$ cat src/rtl/core_hazard_ctrl.sv
// Hazard controller beside ID: register scoreboard, mul/div sequencer and redirect flush stretcher.
// Optional saturating stall counter on port stall_cycles when HAZARD_STATS_EN is defined.
module core_hazard_ctrl #(
    parameter int MULDIV_LATENCY = 8,
    parameter int FLUSH_CYCLES   = 1
) (
    input  logic        clock,
    input  logic        reset,
    input  logic        id_valid,
    input  logic [4:0]  id_rs,
    input  logic [4:0]  id_rt,
    input  logic        id_B_is_reg,
    input  logic        id_write_enable,
    input  logic [4:0]  id_W_regnum,
    input  logic        id_is_load,
    input  logic        id_is_muldiv,
    input  logic        ex_redirect,
    input  logic        wb_write_enable,
    input  logic [4:0]  wb_W_regnum,
    output logic        stall,
    output logic        flush,
    output logic        muldiv_start,
    output logic        muldiv_busy,
    output logic        muldiv_done
`ifdef HAZARD_STATS_EN
    ,
    output logic [31:0] stall_cycles
`endif
);

    typedef enum logic {IDLE, BUSY} md_state_e;

    md_state_e   state_q, state_d;
    logic [7:0]  cnt_q, cnt_d;
    logic [2:0]  fcnt_q, fcnt_d;
    logic [31:0] pending_q, pending_d;
    logic        hz_rs, hz_rt, hz_md, hz_waw, issue;

    always_comb begin
        flush  = ex_redirect | (fcnt_q != 3'd0);
        // A writeback landing this cycle is forwarded by ID, so it does not block a reader.
        hz_rs  = pending_q[id_rs] & ~(wb_write_enable & (wb_W_regnum == id_rs));
        hz_rt  = id_B_is_reg & pending_q[id_rt] & ~(wb_write_enable & (wb_W_regnum == id_rt));
        hz_md  = id_is_muldiv & (state_q == BUSY);
        hz_waw = id_write_enable & pending_q[id_W_regnum];
        stall  = id_valid & ~flush & (hz_rs | hz_rt | hz_md | hz_waw);
        issue  = id_valid & ~stall & ~flush;
    end

    always_comb begin
        pending_d = pending_q;
        if (wb_write_enable)
            pending_d[wb_W_regnum] = 1'b0;
        if (issue & id_write_enable & (id_is_load | id_is_muldiv) & (id_W_regnum != 5'd0))
            pending_d[id_W_regnum] = 1'b1;
        pending_d[0] = 1'b0;
    end

    always_comb begin
        state_d      = state_q;
        cnt_d        = cnt_q;
        muldiv_start = 1'b0;
        muldiv_done  = 1'b0;
        muldiv_busy  = (state_q == BUSY);
        case (state_q)
            IDLE: begin
                if (issue & id_is_muldiv) begin
                    muldiv_start = 1'b1;
                    cnt_d        = 8'(MULDIV_LATENCY - 1);
                    state_d      = BUSY;
                end
            end
            BUSY: begin
                if (cnt_q == 8'd0) begin
                    muldiv_done = 1'b1;
                    state_d     = IDLE;
                end else begin
                    cnt_d = cnt_q - 8'd1;
                end
            end
            default: state_d = IDLE;
        endcase
    end

    always_comb begin
        fcnt_d = fcnt_q;
        if (ex_redirect)
            fcnt_d = 3'(FLUSH_CYCLES - 1);
        else if (fcnt_q != 3'd0)
            fcnt_d = fcnt_q - 3'd1;
    end

    always_ff @(posedge clock) begin
        if (reset) begin
            state_q   <= IDLE;
            cnt_q     <= 8'd0;
            fcnt_q    <= 3'd0;
            pending_q <= 32'd0;
        end else begin
            state_q   <= state_d;
            cnt_q     <= cnt_d;
            fcnt_q    <= fcnt_d;
            pending_q <= pending_d;
        end
    end

`ifdef HAZARD_STATS_EN
    logic [31:0] stall_cycles_q, stall_cycles_d;

    always_comb begin
        stall_cycles_d = stall_cycles_q;
        if (stall && stall_cycles_q != 32'hFFFF_FFFF)
            stall_cycles_d = stall_cycles_q + 32'd1;
    end

    always_ff @(posedge clock) begin
        if (reset) stall_cycles_q <= 32'd0;
        else       stall_cycles_q <= stall_cycles_d;
    end

    assign stall_cycles = stall_cycles_q;
`endif

endmodule

$ cat config.mk
export PLATFORM = sky130hd
export DESIGN_NAME = core_hazard_ctrl
export DESIGN_NICKNAME = d
export VERILOG_FILES = /design/src/rtl/core_hazard_ctrl.sv
export SDC_FILE = /design/constraint.sdc
export NUM_CORES = 1
export LEC_CHECK = 0
export ABC_AREA = 1
export CELL_PAD_IN_SITES_DETAIL_PLACEMENT = 0
export CELL_PAD_IN_SITES_GLOBAL_PLACEMENT = 2
export CORE_UTILIZATION = 31
export DETAILED_ROUTE_END_ITERATION = 6
export GPL_ROUTABILITY_DRIVEN = 0
export HOLD_SLACK_MARGIN = 0.1
export PLACE_DENSITY_LB_ADDON = 0.1
export SLEW_MARGIN = 25
export SYNTH_ARGS = -nofsm -noshare
export SYNTH_HDL_FRONTEND = slang
export SYNTH_SLANG_ARGS = --single-unit
export TNS_END_PERCENT = 10
$ cat constraint.sdc
create_clock -name clock -period 2.41 [get_ports clock]
set_input_delay 0.3615 -clock clock [delete_from_list [all_inputs] [get_ports clock]]
set_output_delay 0.3615 -clock clock [all_outputs]
set_load 0.01 [all_outputs]
* Yosys cells after proc, flatten, opt, wreduce, memory -nomap -nowiden *
Cells that the tools add are included.

word-level totals
  flip-flop bits (word level) = 44
  latch bits = 0
  bits in writable memories = 0
  ROM bits = 0
  input port bits = 29
  output and inout port bits = 5
  logic and storage cells = 73
  memories = 0

operators by class
  $add $sub $neg = 2
  multipliers = 0
  divide/modulo/power cells = 0
  $lt $le $gt $ge = 6
  equality and inequality tests = 4
  shift operators = 0
  multiplexer cells = 21
  bitwise operators = 28
  reductions and logical operators = 7

operators by type and width
  kind                                                                                 number
  32-bit two-way mux                                                                   2
  32-bit bitwise AND                                                                   1
  32-bit inverter                                                                      1
  32-bit OR                                                                            1
  5-bit by 6-bit less-than comparator with 1-bit output, second input constant         4
  8-bit two-way mux                                                                    2
  8-bit one-hot mux with 2 select lines                                                1
  1-bit bitwise AND                                                                    15
  1-bit binary-select mux with 5-bit select                                            3
  1-bit demux with 5-bit select                                                        2
  5-bit == test                                                                        2
  5-bit by 1-bit greater-or-equal comparator with 1-bit output, second input constant  2
  1-bit two-way mux                                                                    10
  8-bit zero test                                                                      1
  8-bit by 1-bit subtractor with 8-bit output, second input constant                   1
  1-bit inverter                                                                       5
  1-bit OR                                                                             5
  5-bit nonzero test                                                                   1
  2-bit != test, second input constant                                                 2
  3-bit nonzero test                                                                   1
  3-bit by 1-bit subtractor with 3-bit output, second input constant                   1
  1-bit logical AND                                                                    2
  1-bit one-hot mux with 2 select lines                                                1
  2-bit AND reduction                                                                  1
  2-bit OR reduction                                                                   1

* Depth between registers and ports, before layout *
Gate-level depths: netlist (run 1).

  depth in word-level cells = 15
  depth in mapped cells = 19
  gate-level depth less buffers = 16

* Worst setup path before layout (run 1) *
No wires, ideal clock.

  path kind = input-to-output
  start = input id_W_regnum[0]
  end = output muldiv_start
  data arrival time = 1.625 ns
  required time = 2.049 ns
  slack = 0.424 ns
  cell stages on the path = 16
  path through = buf_6 -> inv_4 -> buf_6 -> nor2_1 -> nand2_1 -> nand3_1 -> nand2_1 -> nand2_1 -> nor2_1 -> nand2_1 -> nand2_1 -> nand2_1 -> nor2_2 -> nand4_1 -> buf_2 -> inv_1

between the ends
  word-level cells in the longest chain between the ends = 11

RTL lines
  item                                       RTL line  source
  from (decl)                                14        input logic [4:0] id_W_regnum,
  1-bit binary-select mux with 5-bit select  45        hz_waw = id_write_enable & pending_q[id_W_regnum];
  1-bit two-way mux (implied by the code)    45
  1-bit bitwise AND                          45
  1-bit OR                                   46        stall = id_valid & ~flush & (hz_rs | hz_rt | hz_md | hz_waw);
  1-bit bitwise AND                          46
  1-bit inverter                             47        issue = id_valid & ~stall & ~flush;
  1-bit bitwise AND (2 in a row)             47
  1-bit bitwise AND                          67        if (issue & id_is_muldiv) begin
  1-bit two-way mux                          67
  1-bit two-way mux                          65        case (state_q)
  to (decl)                                  22        output logic muldiv_start,

Every way passes these cells. The select of a mux whose other input is x is not followed.

* Final worst setup path (run 1) *
  start = input id_rs[3]
  end = output muldiv_start

between the ends
  word-level cells in the longest chain between the ends = 14

RTL lines
  item                                                                                               RTL line  source
  from (decl)                                                                                        10        input logic [4:0] id_rs,
  parallel branches: the longest is 3 deep, another holds 1-bit binary-select mux with 5-bit select  --
  1-bit bitwise AND *                                                                                42        hz_rs = pending_q[id_rs] & ~(wb_write_enable & (wb_W_regnum == id_rs));
  1-bit OR * (3 in a row)                                                                            46
  1-bit bitwise AND *                                                                                46
  1-bit inverter *                                                                                   47
  1-bit bitwise AND * (2 in a row)                                                                   47
  1-bit bitwise AND *                                                                                67
  1-bit two-way mux *                                                                                67
  1-bit two-way mux *                                                                                65

Every way passes the cells marked *. The select of a mux whose other input is x is not followed.

==> metrics.txt, run 1 <==
outcome=complete, no violations; Top FF cell, synth=sky130_fd_sc_hd__dfxtp_1; number of nets produced by synthesis=596; height of the chip=109 um; largest clock skew in the final design=0.00558 ns; global-route usage over all layers=22.0%; number of nets in the final layout=671; IO buf count=33; via count=3866; Highest Clock Rate=438 MHz; highest cell delay on the worst timing path=0.54 ns; post-route worst setup slack=0.127 ns; CTS Root Cell=sky130_fd_sc_hd__clkbuf_16; Via density=4.96; worst-path maximum fanout=3; slew at the pin with the worst max-slew slack=0.525 ns; RR Endpoint=pending_q[17]$_SDFF_PP0_; Distinct cells, synth=30; post-synth design cell area=0.00354 mm^2; DP HPWL=9.50 mm; Yosys top cell by area=sky130_fd_sc_hd__dfxtp_1; most repeated cell in the gate-level netlist after synthesis=sky130_fd_sc_hd__nand2_1; DRC Markers=0; type of element launching the critical path=input pin; final count of hold timing violations=0; final number of max-transition violations=0; antenna-violating nets left=0; startpoint of the most critical register-to-register path=pending_q[25]$_SDFF_PP0_; start point of the critical path=id_rs[3]; Starting Density=32.2%; number of antenna repair diodes=0; Horiz. Die Dim=109 um; critical path start-end classification=input pin to output pin; fraction of synthesis flops using an asynchronous set or reset pin=0%; total leakage power=1.86 nW; Congestion Overflow GR=0; CTS tree=done; IR Drop Worst-Case VDD=0.000250 V; number of standard-cell rows in the floorplan=38; Fin Hold WS=0.448 ns; clock tree sinks=43; cell chain of the critical path=clkdlybuf4s50_1 -> o21ai_0 -> nor3_1 -> nand3_1 -> nand2_1 -> nor2_1 -> buf_4 -> nor2_4 -> nand4_1 -> inv_1 -> clkbuf_2; number of global-route vias before repair=3807; commonest cells in the synthesized netlist=136 x sky130_fd_sc_hd__nand2_1, 63 x sky130_fd_sc_hd__inv_1, 61 x sky130_fd_sc_hd__nand3_1, 56 x sky130_fd_sc_hd__nor2_1, 51 x sky130_fd_sc_hd__o21ai_0; TritonCTS Buffers=5; endpoint class of the critical path=output pin; final critical-path required period=2.28 ns; data required time of the worst path=2.05 ns; Cell Pwr Density=398 mW/mm^2; Post-Syn Instances=564; FF+latch count, synth=43; post-detailed-routing wire length=12.2 mm; final routed wire length divided by cell count=15.6 um; number of primary I/O pins=34; die footprint=0.0118 mm^2; maximum buffer depth of the clock tree=2; Setup WS pre-CTS=-0.565 ns; pin count of the biggest net entering global routing=32; final setup violating endpoints=0; wire length of the first global-routing pass=19.8 mm; insertion delay of the later-clocked pin in the worst-skew pair=0.28 ns; antenna violations before repair=0; critical path data arrival time=1.92 ns; max-slew headroom at the worst pin=65.0%; fraction of the cycle the final worst path needs=94.7%; sequential share of the synthesized area=24.3%; setup slack, reg-to-reg=0.43 ns; cell with the biggest individual delay on the critical path=sky130_fd_sc_hd__clkdlybuf4s50_1; share of cells above drive strength 1=24.1%; worst min-delay path category=flop to flop; total of warnings raised by yosys=0; cell depth of the worst flop-to-flop path=16; cells taking the most area after synthesis=sky130_fd_sc_hd__dfxtp_1 24%, sky130_fd_sc_hd__nand2_1 14%, sky130_fd_sc_hd__nand3_1 8.6%, sky130_fd_sc_hd__nand3_2 8.5%, sky130_fd_sc_hd__a21oi_2 7.4%; number of flops mapped to enable cells by yosys=0; DR pass1 iterations=4; capture point of the worst path=muldiv_start; syn_area_per_cell=6.28 um^2; unrepaired setup endpoints after global routing=yes; number of design-rule violations left by the first detailed-router iteration=165; H-tree lvl count=2; CTS clock-pin slew for the worst setup and hold paths=0.06 ns; area share of the largest cell type after synthesis=24.3%; max-cap violation count=0; Layout area overhead=29.1%; core outline area=0.0110 mm^2
metrics by stage:
stage	instances	power (mW)	TNS [ns]	util [%]	instance area, um^2
final	780	1.82	0	41.6	4570
after global routing	780	1.92	-0.00835	41.6	4570
after CTS	780	1.85	0	41.6	4570
after detailed placement	769	1.17	-11.50	39.8	4370
after global placement	769	1.17	-11.01	39.8	4370
after floorplan	564	0.967	0	-	3540
logic make-up after synthesis:
logic type	after synthesis	synth area share, %
fa+ha+maj	3	1.06
xor+xnor	6	1.48
flops	43	24.3
compound gates	122	21.1
simple gates	301	40.6
buf+inv	89	11.4
area by class of cell:
| type | instances | area [um^2] |
|---|---|---|
| fillers | 1194 | 6410 |
| multi-input cells | 432 | 2320 |
| flip-flops and latches | 43 | 861 |
| repair buffers | 92 | 827 |
| inverters | 65 | 246 |
| well taps | 140 | 175 |
| clock buffers | 7 | 133 |
| clock inverters | 1 | 5.00 |
placed cells by master (no fill, tap or decap), types with 2 or more instances in the layout:
| cell | netlist | layout |
|---|---|---|
| sky130_fd_sc_hd__xnor2_1 | 2 | 2 |
| sky130_fd_sc_hd__o211ai_1 | 5 | 5 |
| sky130_fd_sc_hd__clkbuf_2 | 0 | 2 |
| sky130_fd_sc_hd__nor2_1 | 56 | 56 |
| sky130_fd_sc_hd__nor3_1 | 12 | 7 |
| sky130_fd_sc_hd__nand3_2 | 30 | 33 |
| sky130_fd_sc_hd__buf_2 | 8 | 3 |
| sky130_fd_sc_hd__nor3_2 | 0 | 5 |
| sky130_fd_sc_hd__ha_1 | 3 | 3 |
| sky130_fd_sc_hd__dlygate4sd2_1 | 0 | 12 |
| sky130_fd_sc_hd__o21ai_1 | 1 | 2 |
| sky130_fd_sc_hd__buf_6 | 3 | 6 |
| sky130_fd_sc_hd__dfxtp_1 | 43 | 43 |
| sky130_fd_sc_hd__clkbuf_16 | 0 | 5 |
| sky130_fd_sc_hd__clkbuf_1 | 10 | 2 |
| sky130_fd_sc_hd__clkdlybuf4s50_1 | 0 | 15 |
| sky130_fd_sc_hd__buf_12 | 0 | 5 |
| sky130_fd_sc_hd__a21oi_1 | 28 | 28 |
| sky130_fd_sc_hd__nand2_1 | 136 | 136 |
| sky130_fd_sc_hd__inv_2 | 0 | 13 |
| sky130_fd_sc_hd__inv_1 | 63 | 50 |
| sky130_fd_sc_hd__xor2_1 | 4 | 4 |
| sky130_fd_sc_hd__o22ai_1 | 5 | 5 |
| sky130_fd_sc_hd__buf_4 | 0 | 46 |
| sky130_fd_sc_hd__a21oi_2 | 30 | 30 |
| sky130_fd_sc_hd__nand3_1 | 61 | 58 |
| sky130_fd_sc_hd__o21ai_0 | 51 | 50 |
layer usage:
metal,track usage (%),vias to the layer above,wire (um)
met3,2.81,21,499
met1,28.8,1737,5710
met4,8.88,0,365
li1,-,2012,-
met5,0,-,0
met2,36.5,96,5600
critical path: cells and delay by family:
family / cells / cell delay, ns
buffers and inverters: 4 / 0.88
AND/OR/NAND/NOR: 6 / 0.57
AO/OA/AOI/OAI: 1 / 0.11
power by group:
group	switching, mW	total, mW	leakage, nW	internal [mW]
sequential	0.00431	0.719	0.346	0.715
clock	0.278	0.661	0.0679	0.384
combinational	0.257	0.439	1.44	0.182
repair_timing:
item | CTS | global route
setup buffers | 1 | 0
cloned | 2 | 0
pin swaps | 1 | 2
hold buffers | 0 | 0
setup endpoints to repair | 24 | 3
resized for setup | 46 | 7
worst min-delay path by stage:
| stage | from | end | slack (ns) | depth (start not counted) |
|---|---|---|---|---|
| final | fcnt_q[0]$_SDFFE_PP0P_ | fcnt_q[0]$_SDFFE_PP0P_ | 0.45 | 1 |
| after global routing | fcnt_q[0]$_SDFFE_PP0P_ | fcnt_q[0]$_SDFFE_PP0P_ | 0.48 | 1 |
| after CTS | fcnt_q[0]$_SDFFE_PP0P_ | fcnt_q[0]$_SDFFE_PP0P_ | 0.46 | 1 |
| after detailed placement | fcnt_q[0]$_SDFFE_PP0P_ | fcnt_q[0]$_SDFFE_PP0P_ | 0.44 | 1 |
| after global placement | fcnt_q[0]$_SDFFE_PP0P_ | fcnt_q[0]$_SDFFE_PP0P_ | 0.43 | 1 |
| after floorplan | fcnt_q[0]$_SDFFE_PP0P_ | fcnt_q[0]$_SDFFE_PP0P_ | 0.42 | 1 |
flip-flops by register name (all words and copies together) (netlist names):
register and flops:
fcnt_q 3, muldiv_busy 1, pending_q 31, cnt_q 8
Note: power is estimated with default switching activity, not from simulation.
==> run 2, diff against run 1 <==
--- a/config.mk
+++ b/config.mk
@@ -13,7 +13,6 @@
 export GPL_ROUTABILITY_DRIVEN = 0
 export HOLD_SLACK_MARGIN = 0.1
 export PLACE_DENSITY_LB_ADDON = 0.1
-export SLEW_MARGIN = 25
 export SYNTH_ARGS = -nofsm -noshare
 export SYNTH_HDL_FRONTEND = slang
 export SYNTH_SLANG_ARGS = --single-unit
==> results of run 2 <==
Same layout as run 1: the final DEF is identical, and so are final timing and power.
